<file path="src/rtl/if_fetch_pkg.sv">
// Shared types and constants for the instruction-fetch stage.
// Holds the bus widths, the default NOP and the fetch FSM state encoding.
package if_fetch_pkg;

   typedef logic [31:0] inst_addr_t;
   typedef logic [31:0] inst_t;

   localparam inst_t NOP_INST_DEFAULT = 32'h0000_0013;

   typedef enum logic [1:0] {
      S_IDLE = 2'd0,
      S_REQ  = 2'd1,
      S_HOLD = 2'd2
   } fetch_state_e;

   function automatic inst_addr_t align_word(input inst_addr_t addr);
      return {addr[31:2], 2'b00};
   endfunction

endpackage

</file>
<file path="src/rtl/if_pc_reg.sv">
// PC register for the fetch stage: redirect mux with word alignment, +4 advance
// and the squash flag that marks an in-flight fetch as stale.
import if_fetch_pkg::*;

module if_pc_reg #(
   parameter logic [31:0] RESET_PC = 32'h0000_0000
) (
   input  logic        clk,
   input  logic        rst,
   input  logic        redirect,
   input  logic [31:0] redirect_pc,
   input  logic        advance,
   input  logic [31:0] advance_base,
   input  logic        squash_set,
   input  logic        squash_clr,
   output logic [31:0] pc,
   output logic [31:0] redirect_target,
   output logic        squash
);

   assign redirect_target = align_word(redirect_pc);

   // A redirect always wins over the sequential +4 advance.
   always_ff @(posedge clk or posedge rst) begin
      if (rst) begin
         pc     <= RESET_PC;
         squash <= 1'b0;
      end else begin
         if (redirect) begin
            pc <= redirect_target;
         end else if (advance) begin
            pc <= advance_base + 32'd4;
         end
         if (squash_clr) begin
            squash <= 1'b0;
         end else if (squash_set) begin
            squash <= 1'b1;
         end
      end
   end

endmodule

</file>
<file path="src/rtl/if_fetch.sv">
// Instruction-fetch stage: issues word fetches to mem_ctrl, holds the returned
// instruction for ID, and absorbs EX redirects even while a fetch is in flight.
import if_fetch_pkg::*;

module if_fetch #(
   parameter logic [31:0] RESET_PC = 32'h0000_0000,
   parameter logic [31:0] NOP_INST = NOP_INST_DEFAULT
) (
   input  logic        clk,
   input  logic        rst,
   output logic        if_req,
   output logic [31:0] if_raddr,
   input  logic [31:0] mem_data,
   input  logic        if_mem_ctrl_done,
   input  logic        redirect,
   input  logic [31:0] redirect_pc,
   output logic        inst_valid,
   output logic [31:0] inst,
   output logic [31:0] inst_pc,
   input  logic        id_ready
);

   fetch_state_e state, next_state;

   logic [31:0] pc;
   logic [31:0] redirect_target;
   logic        squash;
   logic        launch;
   logic        fetch_end;
   logic        capture;
   logic        release_inst;
   logic        squash_set;

   if_pc_reg #(
      .RESET_PC(RESET_PC)
   ) u_pc_reg (
      .clk            (clk),
      .rst            (rst),
      .redirect       (redirect),
      .redirect_pc    (redirect_pc),
      .advance        (capture),
      .advance_base   (if_raddr),
      .squash_set     (squash_set),
      .squash_clr     (fetch_end),
      .pc             (pc),
      .redirect_target(redirect_target),
      .squash         (squash)
   );

   always_ff @(posedge clk or posedge rst) begin
      if (rst) begin
         state <= S_IDLE;
      end else begin
         state <= next_state;
      end
   end

   // A fetch that saw a redirect (now or earlier) completes but its word is dropped.
   always_comb begin
      next_state   = state;
      launch       = 1'b0;
      fetch_end    = 1'b0;
      capture      = 1'b0;
      release_inst = 1'b0;
      squash_set   = 1'b0;
      case (state)
         S_IDLE: begin
            launch     = 1'b1;
            next_state = S_REQ;
         end
         S_REQ: begin
            if (if_mem_ctrl_done) begin
               fetch_end = 1'b1;
               if (!squash && !redirect) begin
                  capture    = 1'b1;
                  next_state = S_HOLD;
               end else begin
                  next_state = S_IDLE;
               end
            end else if (redirect) begin
               squash_set = 1'b1;
            end
         end
         S_HOLD: begin
            if (redirect || id_ready) begin
               release_inst = 1'b1;
               next_state   = S_IDLE;
            end
         end
         default: begin
            fetch_end    = 1'b1;
            release_inst = 1'b1;
            next_state   = S_IDLE;
         end
      endcase
   end

   always_ff @(posedge clk or posedge rst) begin
      if (rst) begin
         if_req     <= 1'b0;
         if_raddr   <= 32'h0;
         inst_valid <= 1'b0;
         inst       <= NOP_INST;
         inst_pc    <= 32'h0;
      end else begin
         if (launch) begin
            if_req   <= 1'b1;
            if_raddr <= redirect ? redirect_target : pc;
         end
         if (fetch_end) begin
            if_req <= 1'b0;
         end
         if (capture) begin
            inst       <= mem_data;
            inst_pc    <= if_raddr;
            inst_valid <= 1'b1;
         end
         if (release_inst) begin
            inst_valid <= 1'b0;
            inst       <= NOP_INST;
         end
      end
   end

endmodule

</file>
<file path="config.mk">
export PLATFORM = sky130hd
export DESIGN_NAME = if_fetch
export DESIGN_NICKNAME = d
export VERILOG_FILES = /design/src/rtl/if_fetch_pkg.sv /design/src/rtl/if_pc_reg.sv /design/src/rtl/if_fetch.sv
export SDC_FILE = /design/constraint.sdc
export NUM_CORES = 1
export LEC_CHECK = 0
export BUFFER_PORTS_ARGS = -buffer_cell sky130_fd_sc_hd__buf_4
export CAP_MARGIN = 20
export CORE_UTILIZATION = 40
export CTS_CLUSTER_SIZE = 40
export DETAILED_ROUTE_END_ITERATION = 8
export PLACE_DENSITY = 0.73
export SLEW_MARGIN = 25
export SYNTH_ARGS = -nofsm -noshare
export SYNTH_HDL_FRONTEND = slang
export SYNTH_SLANG_ARGS = --single-unit
</file>
<file path="constraint.sdc">
create_clock -name clk -period 4.15 [get_ports clk]
set_input_delay 0.83 -clock clk [delete_from_list [all_inputs] [get_ports clk]]
set_output_delay 0.83 -clock clk [all_outputs]
set_load 0.005 [all_outputs]
</file>
==> results.md <==
- Status: completed
- Dpl ws: about 1 ns
- Synth area leaders: dfrtp_1, nand2_1, mux2i_1, o21ai_0, a22o_1
- CP endpoint kind: flip-flop
- Layout Cells excl Fill: a little over 900
- Cell variety after synth: 45
- Static Leakage: around 3.8 nW
- DP HPWL: between 9000 and 10,000 µm
- Max-Cap Viols: 0
- Post-Syn Instances: between 500 and 600
- Sequential fraction of the synthesis area: 56.5%
- Flop pwr share: a little over two fifths
- Layout Utilization: approximately 54%
- Synthesized net count: 650
- Area growth from synthesis to layout: 33.2%
- Row Count: 44
- N_diodes: 0
- Leading area contributor after synthesis: dfrtp_1
- Synth top area share: a little under three fifths
- Root Buffer: clkbuf_16
- Vias in the first global route: 4,673
- Pin slew with the least headroom to its limit: 0.993 ns
- Total power: approximately 5 mW
- Tcrit/Tclk final: 66.6%
- Max Fclk: around 360 MHz
- Final setup vio count: 0
- RSZ-0062 raised after global routing: no
- Layout cells sized above 1: 29.1%
- Post-route design area: 0.00786 mm²
- Count leader, synth: nand2_1
- Pins Over Slew Limit: 0
- Critical Path AT: a little over 3 ns
- Avg Inst Size Synth: 10.2 µm²
- Layout net count: 800
- VDD IR max: between 200 and 300 µV
- Drt pass-1 iters: 4
- Crit path max fanout: 45
- Psw: 1.54 mW
- Worst hold path type: flip-flop to flip-flop
- Grt ovf: 0
- GRT Total Usage: between 20% and 30%
- Setup ws final: between 1 and 1.5 ns
- Global-route wire length before repair: 23,800 µm
- Clock insertion delay at the later pin of the skew report: just over 0.4 ns
- Sink Count: between 100 and 150
- Cell internal pwr: between 3 and 4 mW
- Share of total power in the clock network: 30.2%
- Vias per cell: 5.22
- Final wirelength: around 15,000 µm
- Logic pwr share: between 20 and 30%
- Reg clk slew, reported paths: ~0.060 ns
- Hold_buf cts: 0
- Initial Util: between 40% and 50%
- Max clock buf depth: 2
- Final hold vios: 0
- TritonCTS clock tree: yes
- Final Critical Period: 2.76 ns
- Io pins: roughly 170
- # placed instances: between 800 and 900
- Port Buffers: between 150 and 200
- Rel. slew slack: 33.8%
- Async set or reset register ratio after synthesis: between 90% and 100%
- Die height: 123 µm
- CP Launch Type: flip-flop
- 1st-iter DRT viols: between 300 and 400
- Worst EP required: around 4.5 ns
- Remaining antenna violation count after routing: 0
- Hold slack: between 0.4 and 0.5 ns
- CTS resizes: 0
- Die area: 0.0152 mm²
- Synthesis warning total: 0
- Net Sw Frac: roughly a third
- DRC: 0
- Setup Skew: a little under 0.01 ns
- Final TNS setup: 0 ns
- Main synth FF type: dfrtp_1
- Yosys reg bits: roughly 130
- Most frequent cells after synthesis: nand2_1, dfrtp_1, o21ai_0
- Core Box Area: roughly 0.014 mm²
- Initial antenna violation count: 0
- EDFF count, synth: 0
- Pwr Density: between 600 and 700 mW/mm²
- Area after DPL: between 0.007 and 0.008 mm²
- Largest net degree at the start of global routing: 134
- Vias: around 4,800
- Number of buffers created by CTS: 17
- H-tree levels: 4
- WS Path Type: flip-flop to flip-flop
- Post-CTS Setup Bufs: 0
- Synth Cell Area: around 0.0059 mm²
- RD Place Congestion: roughly 0.80
- Wirelength per Cell: 16.1 µm
- Die W: between 100 and 150 µm
path summary, 6_finish.rpt:
check | from | endpoint | slack (ns) | cells after the start
worst max-delay path | state[1] | u_pc_reg.pc[3] | 1.39 | 5
worst min-delay path | inst_pc[31] | inst_pc[31] | 0.47 | 2
worst max register to register | state[1] | u_pc_reg.pc[3] | 1.39 | 5
worst min register to register | inst_pc[31] | inst_pc[31] | 0.47 | 2
max in group asynchronous | rst | u_pc_reg.pc[29] | 2.99 | 3
min in group asynchronous | rst | inst[29] | 0.63 | 3
sequential cells by signal, indices dropped and copies added, names as in the netlist:
| name | count |
|---|---|
| if_raddr | 32 |
| u_pc_reg.squash | 1 |
| inst_pc | 32 |
| state | 2 |
| u_pc_reg.pc | 32 |
| if_req | 1 |
| inst_valid | 1 |
| inst | 32 |
critical path: stages (launching register included):
cell and delay, ns:
dfrtp_1 0.45, nand4bb_1 0.74, nor2_4 0.71, buf_4 0.53
a22oi_1 0.14, nand2_1 0.11
cells in the final DEF, fill, tap and decap left out, types with 10 or more instances in the layout:
master,instances
mux2i_1,34
nor2_1,22
a21oi_1,12
dfrtp_1,130
o21ai_0,52
buf_4,169
inv_1,10
xnor2_1,19
a22oi_1,14
clkbuf_16,17
a22o_1,29
nand2_1,138
cell families after synthesis:
logic type / Yosys count / synth area share (%)
mux: 34 / 5.77
compound gates: 128 / 14.1
flops: 133 / 56.5
xor+xnor: 26 / 3.86
fa+ha+maj: 1 / 0.212
simple gates: 208 / 16.1
buf+inv: 50 / 3.39
layer usage:
metal | global-route usage (%) | part of all wire, %
met1 | 27.1 | 44
met2 | 32.3 | 48
met3 | 6.18 | 6.6
met4 | 5.95 | 0.84
met5 | 0 | 0
final cells by class:
type / count / area (µm²)
Fill cell: 1261 / 6620
Sequential cell: 133 / 3330
Multi-Input combinational cell: 397 / 2380
Timing Repair Buffer: 170 / 1290
Clock buffer: 18 / 429
Tap cell: 184 / 230
Clock inverter: 14 / 153
Inverter: 11 / 45.0
power by group through the flow:
stage | Clock (mW) | Combinational, mW | Sequential [mW]
after floorplan | 0 | 0.581 | 2.05
after global placement | 0 | 1.29 | 2.09
after detailed placement | 0 | 1.34 | 2.11
after CTS | 1.50 | 1.34 | 2.10
after global routing | 1.57 | 1.47 | 2.16
final | 1.48 | 1.31 | 2.10
Note: power is estimated with default switching activity, not from simulation.
